### src/rtl/cfg_bank_prog_ctrl.sv
// cfg_bank_prog_ctrl
// Programs one tile's configuration bank one row at a time. Config words
// arrive on a valid/ready stream and are packed into a bitline row image.
// The matching wordline is then strobed with setup/pulse/hold timing. After
// the last row a one-cycle done pulse is emitted.
// Optional feature macro: CFG_PARITY_EN (per-word even-parity check, sticky
// err flag, and suppression of the wordline pulse for a corrupted row).
module cfg_bank_prog_ctrl #(
  parameter int BL_W      = 315,
  parameter int WL_N      = 4,
  parameter int DATA_W    = 16,
  parameter int SETUP_CYC = 1,
  parameter int PULSE_CYC = 2,
  parameter int HOLD_CYC  = 1,
  localparam int RW       = (WL_N > 1) ? $clog2(WL_N) : 1
) (
  input  logic              clk,
  input  logic              reset,
  input  logic              start,
  input  logic              abort,
  input  logic [DATA_W-1:0] cfg_data,
  input  logic              cfg_par,
  input  logic              cfg_valid,
  output logic              cfg_ready,
  output logic [BL_W-1:0]   bl_out,
  output logic [WL_N-1:0]   wl_out,
  output logic [RW-1:0]     row_idx,
  output logic              busy,
  output logic              done,
  output logic              err
);

  // Words needed to fill one row, and the packing register width
  localparam int WPR  = (BL_W + DATA_W - 1) / DATA_W;
  localparam int SH_W = WPR * DATA_W;
  localparam int WCW  = (WPR > 1) ? $clog2(WPR) : 1;

  // One shared phase counter serves SETUP, PULSE and HOLD
  localparam int TMAX = (SETUP_CYC > PULSE_CYC)
                        ? ((SETUP_CYC > HOLD_CYC) ? SETUP_CYC : HOLD_CYC)
                        : ((PULSE_CYC > HOLD_CYC) ? PULSE_CYC : HOLD_CYC);
  localparam int TW   = (TMAX > 1) ? $clog2(TMAX) : 1;

  localparam logic [WCW-1:0] WC_LAST    = WCW'(WPR - 1);
  localparam logic [TW-1:0]  SETUP_LAST = TW'(SETUP_CYC - 1);
  localparam logic [TW-1:0]  PULSE_LAST = TW'(PULSE_CYC - 1);
  localparam logic [TW-1:0]  HOLD_LAST  = TW'(HOLD_CYC - 1);
  localparam logic [RW-1:0]  ROW_LAST   = RW'(WL_N - 1);

  typedef enum logic [2:0] {
    ST_IDLE,
    ST_LOAD,
    ST_SETUP,
    ST_PULSE,
    ST_HOLD,
    ST_DONE
  } state_t;

  state_t            state_q, state_d;
  logic [RW-1:0]     row_q, row_d;
  logic [WCW-1:0]    wcnt_q, wcnt_d;
  logic [TW-1:0]     tcnt_q, tcnt_d;
  logic [SH_W-1:0]   sh_q, sh_d;
  logic              cfg_ready_q, cfg_ready_d;
  logic [WL_N-1:0]   wl_q, wl_d;
  logic              busy_q, busy_d;
  logic              done_q, done_d;

  // Event strobes shared with the optional parity logic
  logic              start_take;
  logic              row_open;
  logic              take;
  logic              wl_block;

  // Sequencer: state, row/word/phase counters and the row packing register
  always_comb begin
    state_d    = state_q;
    row_d      = row_q;
    wcnt_d     = wcnt_q;
    tcnt_d     = tcnt_q;
    sh_d       = sh_q;
    start_take = 1'b0;
    row_open   = 1'b0;
    take       = 1'b0;

    case (state_q)
      ST_IDLE: begin
        if (start && !abort) begin
          state_d    = ST_LOAD;
          row_d      = '0;
          wcnt_d     = '0;
          start_take = 1'b1;
          row_open   = 1'b1;
        end
      end
      ST_LOAD: begin
        if (cfg_valid && cfg_ready_q) begin
          take = 1'b1;
          sh_d = {cfg_data, sh_q[SH_W-1:DATA_W]};
          if (wcnt_q == WC_LAST) begin
            state_d = ST_SETUP;
            tcnt_d  = '0;
          end else begin
            wcnt_d = wcnt_q + WCW'(1);
          end
        end
      end
      ST_SETUP: begin
        if (tcnt_q == SETUP_LAST) begin
          state_d = ST_PULSE;
          tcnt_d  = '0;
        end else begin
          tcnt_d = tcnt_q + TW'(1);
        end
      end
      ST_PULSE: begin
        if (tcnt_q == PULSE_LAST) begin
          state_d = ST_HOLD;
          tcnt_d  = '0;
        end else begin
          tcnt_d = tcnt_q + TW'(1);
        end
      end
      ST_HOLD: begin
        if (tcnt_q == HOLD_LAST) begin
          if (row_q == ROW_LAST) begin
            state_d = ST_DONE;
            row_d   = '0;
          end else begin
            state_d  = ST_LOAD;
            row_d    = row_q + RW'(1);
            wcnt_d   = '0;
            row_open = 1'b1;
          end
        end else begin
          tcnt_d = tcnt_q + TW'(1);
        end
      end
      ST_DONE: begin
        state_d = ST_IDLE;
        row_d   = '0;
      end
      default: begin
        state_d = ST_IDLE;
        row_d   = '0;
      end
    endcase

    // Abort cancels whatever is in flight but leaves the bitline image alone
    if (abort && (state_q != ST_IDLE)) begin
      state_d  = ST_IDLE;
      row_d    = '0;
      sh_d     = sh_q;
      take     = 1'b0;
      row_open = 1'b0;
    end
  end

  // Registered outputs derived from the upcoming state so they align with it
  always_comb begin
    cfg_ready_d = (state_d == ST_LOAD);
    busy_d      = (state_d != ST_IDLE);
    done_d      = (state_d == ST_DONE);
    wl_d        = '0;
    if ((state_d == ST_PULSE) && !wl_block) begin
      for (int i = 0; i < WL_N; i++) begin
        wl_d[i] = (row_d == RW'(i));
      end
    end
  end

  // State and output registers with synchronous reset
  always_ff @(posedge clk) begin
    if (reset) begin
      state_q     <= ST_IDLE;
      row_q       <= '0;
      wcnt_q      <= '0;
      tcnt_q      <= '0;
      sh_q        <= '0;
      cfg_ready_q <= 1'b0;
      wl_q        <= '0;
      busy_q      <= 1'b0;
      done_q      <= 1'b0;
    end else begin
      state_q     <= state_d;
      row_q       <= row_d;
      wcnt_q      <= wcnt_d;
      tcnt_q      <= tcnt_d;
      sh_q        <= sh_d;
      cfg_ready_q <= cfg_ready_d;
      wl_q        <= wl_d;
      busy_q      <= busy_d;
      done_q      <= done_d;
    end
  end

`ifdef CFG_PARITY_EN
  logic err_q, err_d;
  logic row_bad_q, row_bad_d;

  // Sticky error plus a per-row flag that vetoes the wordline pulse
  always_comb begin
    err_d     = err_q;
    row_bad_d = row_bad_q;
    if (start_take) begin
      err_d     = 1'b0;
      row_bad_d = 1'b0;
    end else if (row_open) begin
      row_bad_d = 1'b0;
    end else if (take && (^{cfg_data, cfg_par})) begin
      err_d     = 1'b1;
      row_bad_d = 1'b1;
    end
  end

  // Parity flag registers
  always_ff @(posedge clk) begin
    if (reset) begin
      err_q     <= 1'b0;
      row_bad_q <= 1'b0;
    end else begin
      err_q     <= err_d;
      row_bad_q <= row_bad_d;
    end
  end

  assign wl_block = row_bad_d;
  assign err      = err_q;
`else
  logic unused_par;
  assign unused_par = ^{cfg_par, start_take, row_open, take};
  assign wl_block   = 1'b0;
  assign err        = 1'b0;
`endif

  // Packing bits above BL_W exist only to keep the shift word-aligned
  if (SH_W > BL_W) begin : g_sh_top
    logic unused_sh_top;
    assign unused_sh_top = ^sh_q[SH_W-1:BL_W];
  end

  assign cfg_ready = cfg_ready_q;
  assign bl_out    = sh_q[BL_W-1:0];
  assign wl_out    = wl_q;
  assign row_idx   = row_q;
  assign busy      = busy_q;
  assign done      = done_q;

endmodule

### config.mk
export PLATFORM = sky130hd
export DESIGN_NAME = cfg_bank_prog_ctrl
export DESIGN_NICKNAME = d
export VERILOG_FILES = /design/src/rtl/cfg_bank_prog_ctrl.sv
export SDC_FILE = /design/constraint.sdc
export NUM_CORES = 1
export LEC_CHECK = 0
export CELL_PAD_IN_SITES_DETAIL_PLACEMENT = 0
export CELL_PAD_IN_SITES_GLOBAL_PLACEMENT = 1
export CORE_ASPECT_RATIO = 0.8
export CORE_MARGIN = 5
export CORE_UTILIZATION = 49
export CTS_CLUSTER_SIZE = 12
export DETAILED_ROUTE_END_ITERATION = 16
export DONT_BUFFER_PORTS = 1
export PLACE_DENSITY_LB_ADDON = 0.05
export SYNTH_ARGS = -nofsm -noshare
export SYNTH_HDL_FRONTEND = slang
export SYNTH_SLANG_ARGS = --single-unit
### constraint.sdc
create_clock -name clk -period 5.8 [get_ports clk]
set_clock_uncertainty 0.1 [all_clocks]
set_input_delay 0.58 -clock clk [delete_from_list [all_inputs] [get_ports clk]]
set_output_delay 0.58 -clock clk [all_outputs]
set_load 0.01 [all_outputs]
==> results by group <==
Global routing
  – Grt peak-use layer: met2
  – Grt total ovfl: 0
  – Initial antenna violation count: 2
  – Global-route usage over all layers: 0.211
  – Vias in the first global route: between 8000 and 9000
  – Met2 GRT Util: 0.305
  – Pin count of the biggest net entering global routing: 330
  – GR Layer Usage met3: 0.121
  – Met1 Resource Use GR: 0.272
  – First-pass GRT wire length: roughly 55000 um

Critical path
  – Worst-path maximum fanout: 179
  – Internal reg-to-reg setup slack: 2.76 ns
  – Setup crit start: state_q[0]
  – Crit-path cells: nand3_1 -> nor4_4 -> buf_12 -> nand2_1 -> a21oi_1
  – Slowest CP cell: nor4_4
  – WS Path Type: register to register
  – Req. time, crit path: 6.11 ns
  – Startpoint type of the worst setup path: register
  – CP top delay family: simple AND/OR/NAND/NOR gates
  – Reg2reg end: sh_q[65]
  – Sum of buffers and inverters on the critical path: 1
  – Crit path DAT: 3.36 ns
  – Worst Setup End Kind: register
  – Reg2reg start: state_q[0]
  – Path depth of the worst reg2reg path: 5
  – Slowest stage delay, CP: 0.81 ns

Clock tree
  – H-Tree Depth: 2
  – Clk slew on worst S/H paths: 0.06 ns
  – Clock sinks: 338
  – Num CTS Buffers: 36
  – CTS root buffer: clkbuf_16
  – Max clock buf depth: 3
  – CTS tree: built
  – Clock Latency Late Sink: 0.51 ns
  – Post-CTS Setup Bufs: 0
  – # hold bufs at CTS: 0
  – # resized after CTS: 0

STA
  – Hold WS: approximately 0.038 ns
  – Final Critical Period: 3.04 ns
  – Final Hold Fails: 0
  – RSZ-0062 raised after global routing: false
  – Worst Tran Pin Value: 1.14 ns
  – Setup-failing EPs final: 0
  – Achievable Freq: between 300 and 400 MHz
  – Worst slew margin: 0.243
  – Tcrit/Tclk final: 0.525
  – Setup TNS: 0 ns
  – Final Max Tran Viols: 0

Synthesis
  – Avg Cell Area, Syn: just under 8 um2
  – Area of the mapped netlist: 14200 um2
  – Post-Syn Nets: 1835
  – Most used DFF post-synth: dfxtp_1
  – Yosys reg bits: 338
  – Synth async-reset ratio: 0
  – EDFF count, synth: 0
  – Yosys warns: 0
  – Post-Syn Instances: approximately 1800
  – Post-synthesis cell type count: 43
  – Sequential fraction of the synthesis area: 0.475

Floorplan
  – Initial Util: 0.500
  – Number of I/O pins: 347
  – Core area: 28500 um2
  – Die Ht: 162 um
  – Die W: around 200 um
  – Die area: 32600 um2
  – Row count: 55

Drt
  – Vias: 9499
  – ANT nets after route: 0
  – Drc violations: 0
  – Starting DRT DRC Count: 767
  – Number of iterations in the first detailed-routing pass: 5
  – Drt total wl: ~37000 um
  – Vias per inst: 5.23
  – WL/cell: 20.2 um

Placed design
  – Routability Congestion: 0.799
  – Port bufs: 0
  – Post-DP HPWL: around 24000 um

Job
  – Max-cap viol count: 0

Min path
  – Worst hold path class: primary input to register
  – Hold path depth: 1
  – Hold Path Origin: reset
  – Hold Path End: sh_q[252]

Run status
  – Status: complete, no violations

Final layout
  – Nets@finish: 1448
  – Share of layout cells above drive strength 1: 0.0408
  – Area delta synth->final: -8.91%
  – Filler Cell Count: 2892
  – # diodes: 0

Power
  – Pwr Density: ~350 nW/um2
  – Max VDD drop: about 0.2 mV
  – Overall power: between 4000 and 5000 uW
  – Leak Pwr: 0.00405 uW
## final cells by class
class,count,area (um2),share of cell area
flip-flops and latches,338,6770,0.522
well taps,370,463,0.0357
repair buffers,4,67.6,0.00521
multi-input cells,1043,4590,0.354
clock inverters,3,15.0,0.00116
clock buffers,56,1060,0.0815
inverters,1,3.75,0.000290
## synth_stat cells (2+ instances only)
cell type / number / share of area
nor3b_1: 3 / 0.0016
nor2_1: 12 / 0.0032
o21ai_0: 5 / 0.0018
o21a_1: 2 / 0.0011
nor2b_1: 3 / 0.0013
a21o_1: 2 / 0.0011
or4_1: 2 / 0.0011
a21oi_1: 322 / 0.11
nor3_1: 2 / 0.00070
o211ai_1: 5 / 0.0026
ha_1: 2 / 0.0018
a31oi_1: 2 / 0.00088
xor2_1: 2 / 0.0012
nand2_1: 647 / 0.17
buf_4: 316 / 0.17
or3_1: 4 / 0.0018
buf_2: 70 / 0.025
nand3_1: 4 / 0.0014
clkbuf_1: 43 / 0.011
dfxtp_1: 338 / 0.48
nor4_2: 2 / 0.0018
nand3b_1: 2 / 0.0011
## worst max path at each step
stage / end / cells after the start / slack, ns
after floorplan: sh_q[0] / 7 / 3.80
after global routing: sh_q[65] / 5 / 2.53
after global placement: sh_q[65] / 5 / 2.86
after CTS: sh_q[65] / 5 / 2.83
after detailed placement: sh_q[65] / 5 / 2.85
final: sh_q[65] / 5 / 2.76
## flip-flops by register name (all words and copies together), names as in the netlist
| name | count |
|---|---|
| wl_out | 4 |
| done | 1 |
| busy | 1 |
| sh_q | 320 |
| cfg_ready | 1 |
| tcnt_q | 1 |
| state_q | 3 |
| wcnt_q | 5 |
| row_idx | 2 |
## cell usage in the layout, fill, tap and decap left out, types with 2 or more instances in the layout
cell type / synthesis / layout
nor3b_1: 3 / 3
o211ai_1: 5 / 5
clkinv_2: 0 / 3
nor3_1: 2 / 2
dfxtp_1: 338 / 338
clkbuf_1: 43 / 13
buf_12: 0 / 3
nand3_1: 4 / 4
a21o_1: 2 / 2
o21a_1: 2 / 2
nand3b_1: 2 / 2
ha_1: 2 / 2
nor2b_1: 3 / 3
or3_1: 4 / 4
clkbuf_16: 0 / 37
nor2_1: 12 / 12
o21ai_0: 5 / 5
clkbuf_8: 0 / 6
a21oi_1: 322 / 322
nand2_1: 647 / 647
xor2_1: 2 / 2
a31oi_1: 2 / 2
## per-layer routing
metal  share of wire  vias to the layer above
met3            0.13                       48
met1            0.42                     4410
met2            0.43                      320
li1                -                     4717
met4           0.018                        4
met5         0.00093                        -
## metrics by stage
step	setup slack (ns)	area, um2	util	std cells
finish	2.76	13000	0.455	1815
global route	2.53	13000	0.455	1815
CTS	2.83	13000	0.455	1815
detailed placement	2.85	11900	0.417	1756
global placement	2.86	11900	0.417	1756
floorplan	3.80	14200	-	1811
## cell families after synthesis
group,after synthesis,share of synthesized area
AND/OR/NAND/NOR,690,0.191
buffers and inverters,430,0.203
AO/OA/AOI/OAI,345,0.125
flip-flops,338,0.475
XOR/XNOR,3,0.00185
adder cells (fa/ha/maj),2,0.00176
other,1,0.000263
multiplexers,2,0.00149
## report_power, final
part | total (uW) | leakage (uW) | internal, uW | switching, uW
combinational | 29.6 | 0.000804 | 9.27 | 20.4
sequential | 2330 | 0.00272 | 2320 | 5.08
clock | 2140 | 0.000526 | 1240 | 896
total | 4500 | 0.00405 | 3580 | 921
Power figures use the tool's default switching activity.
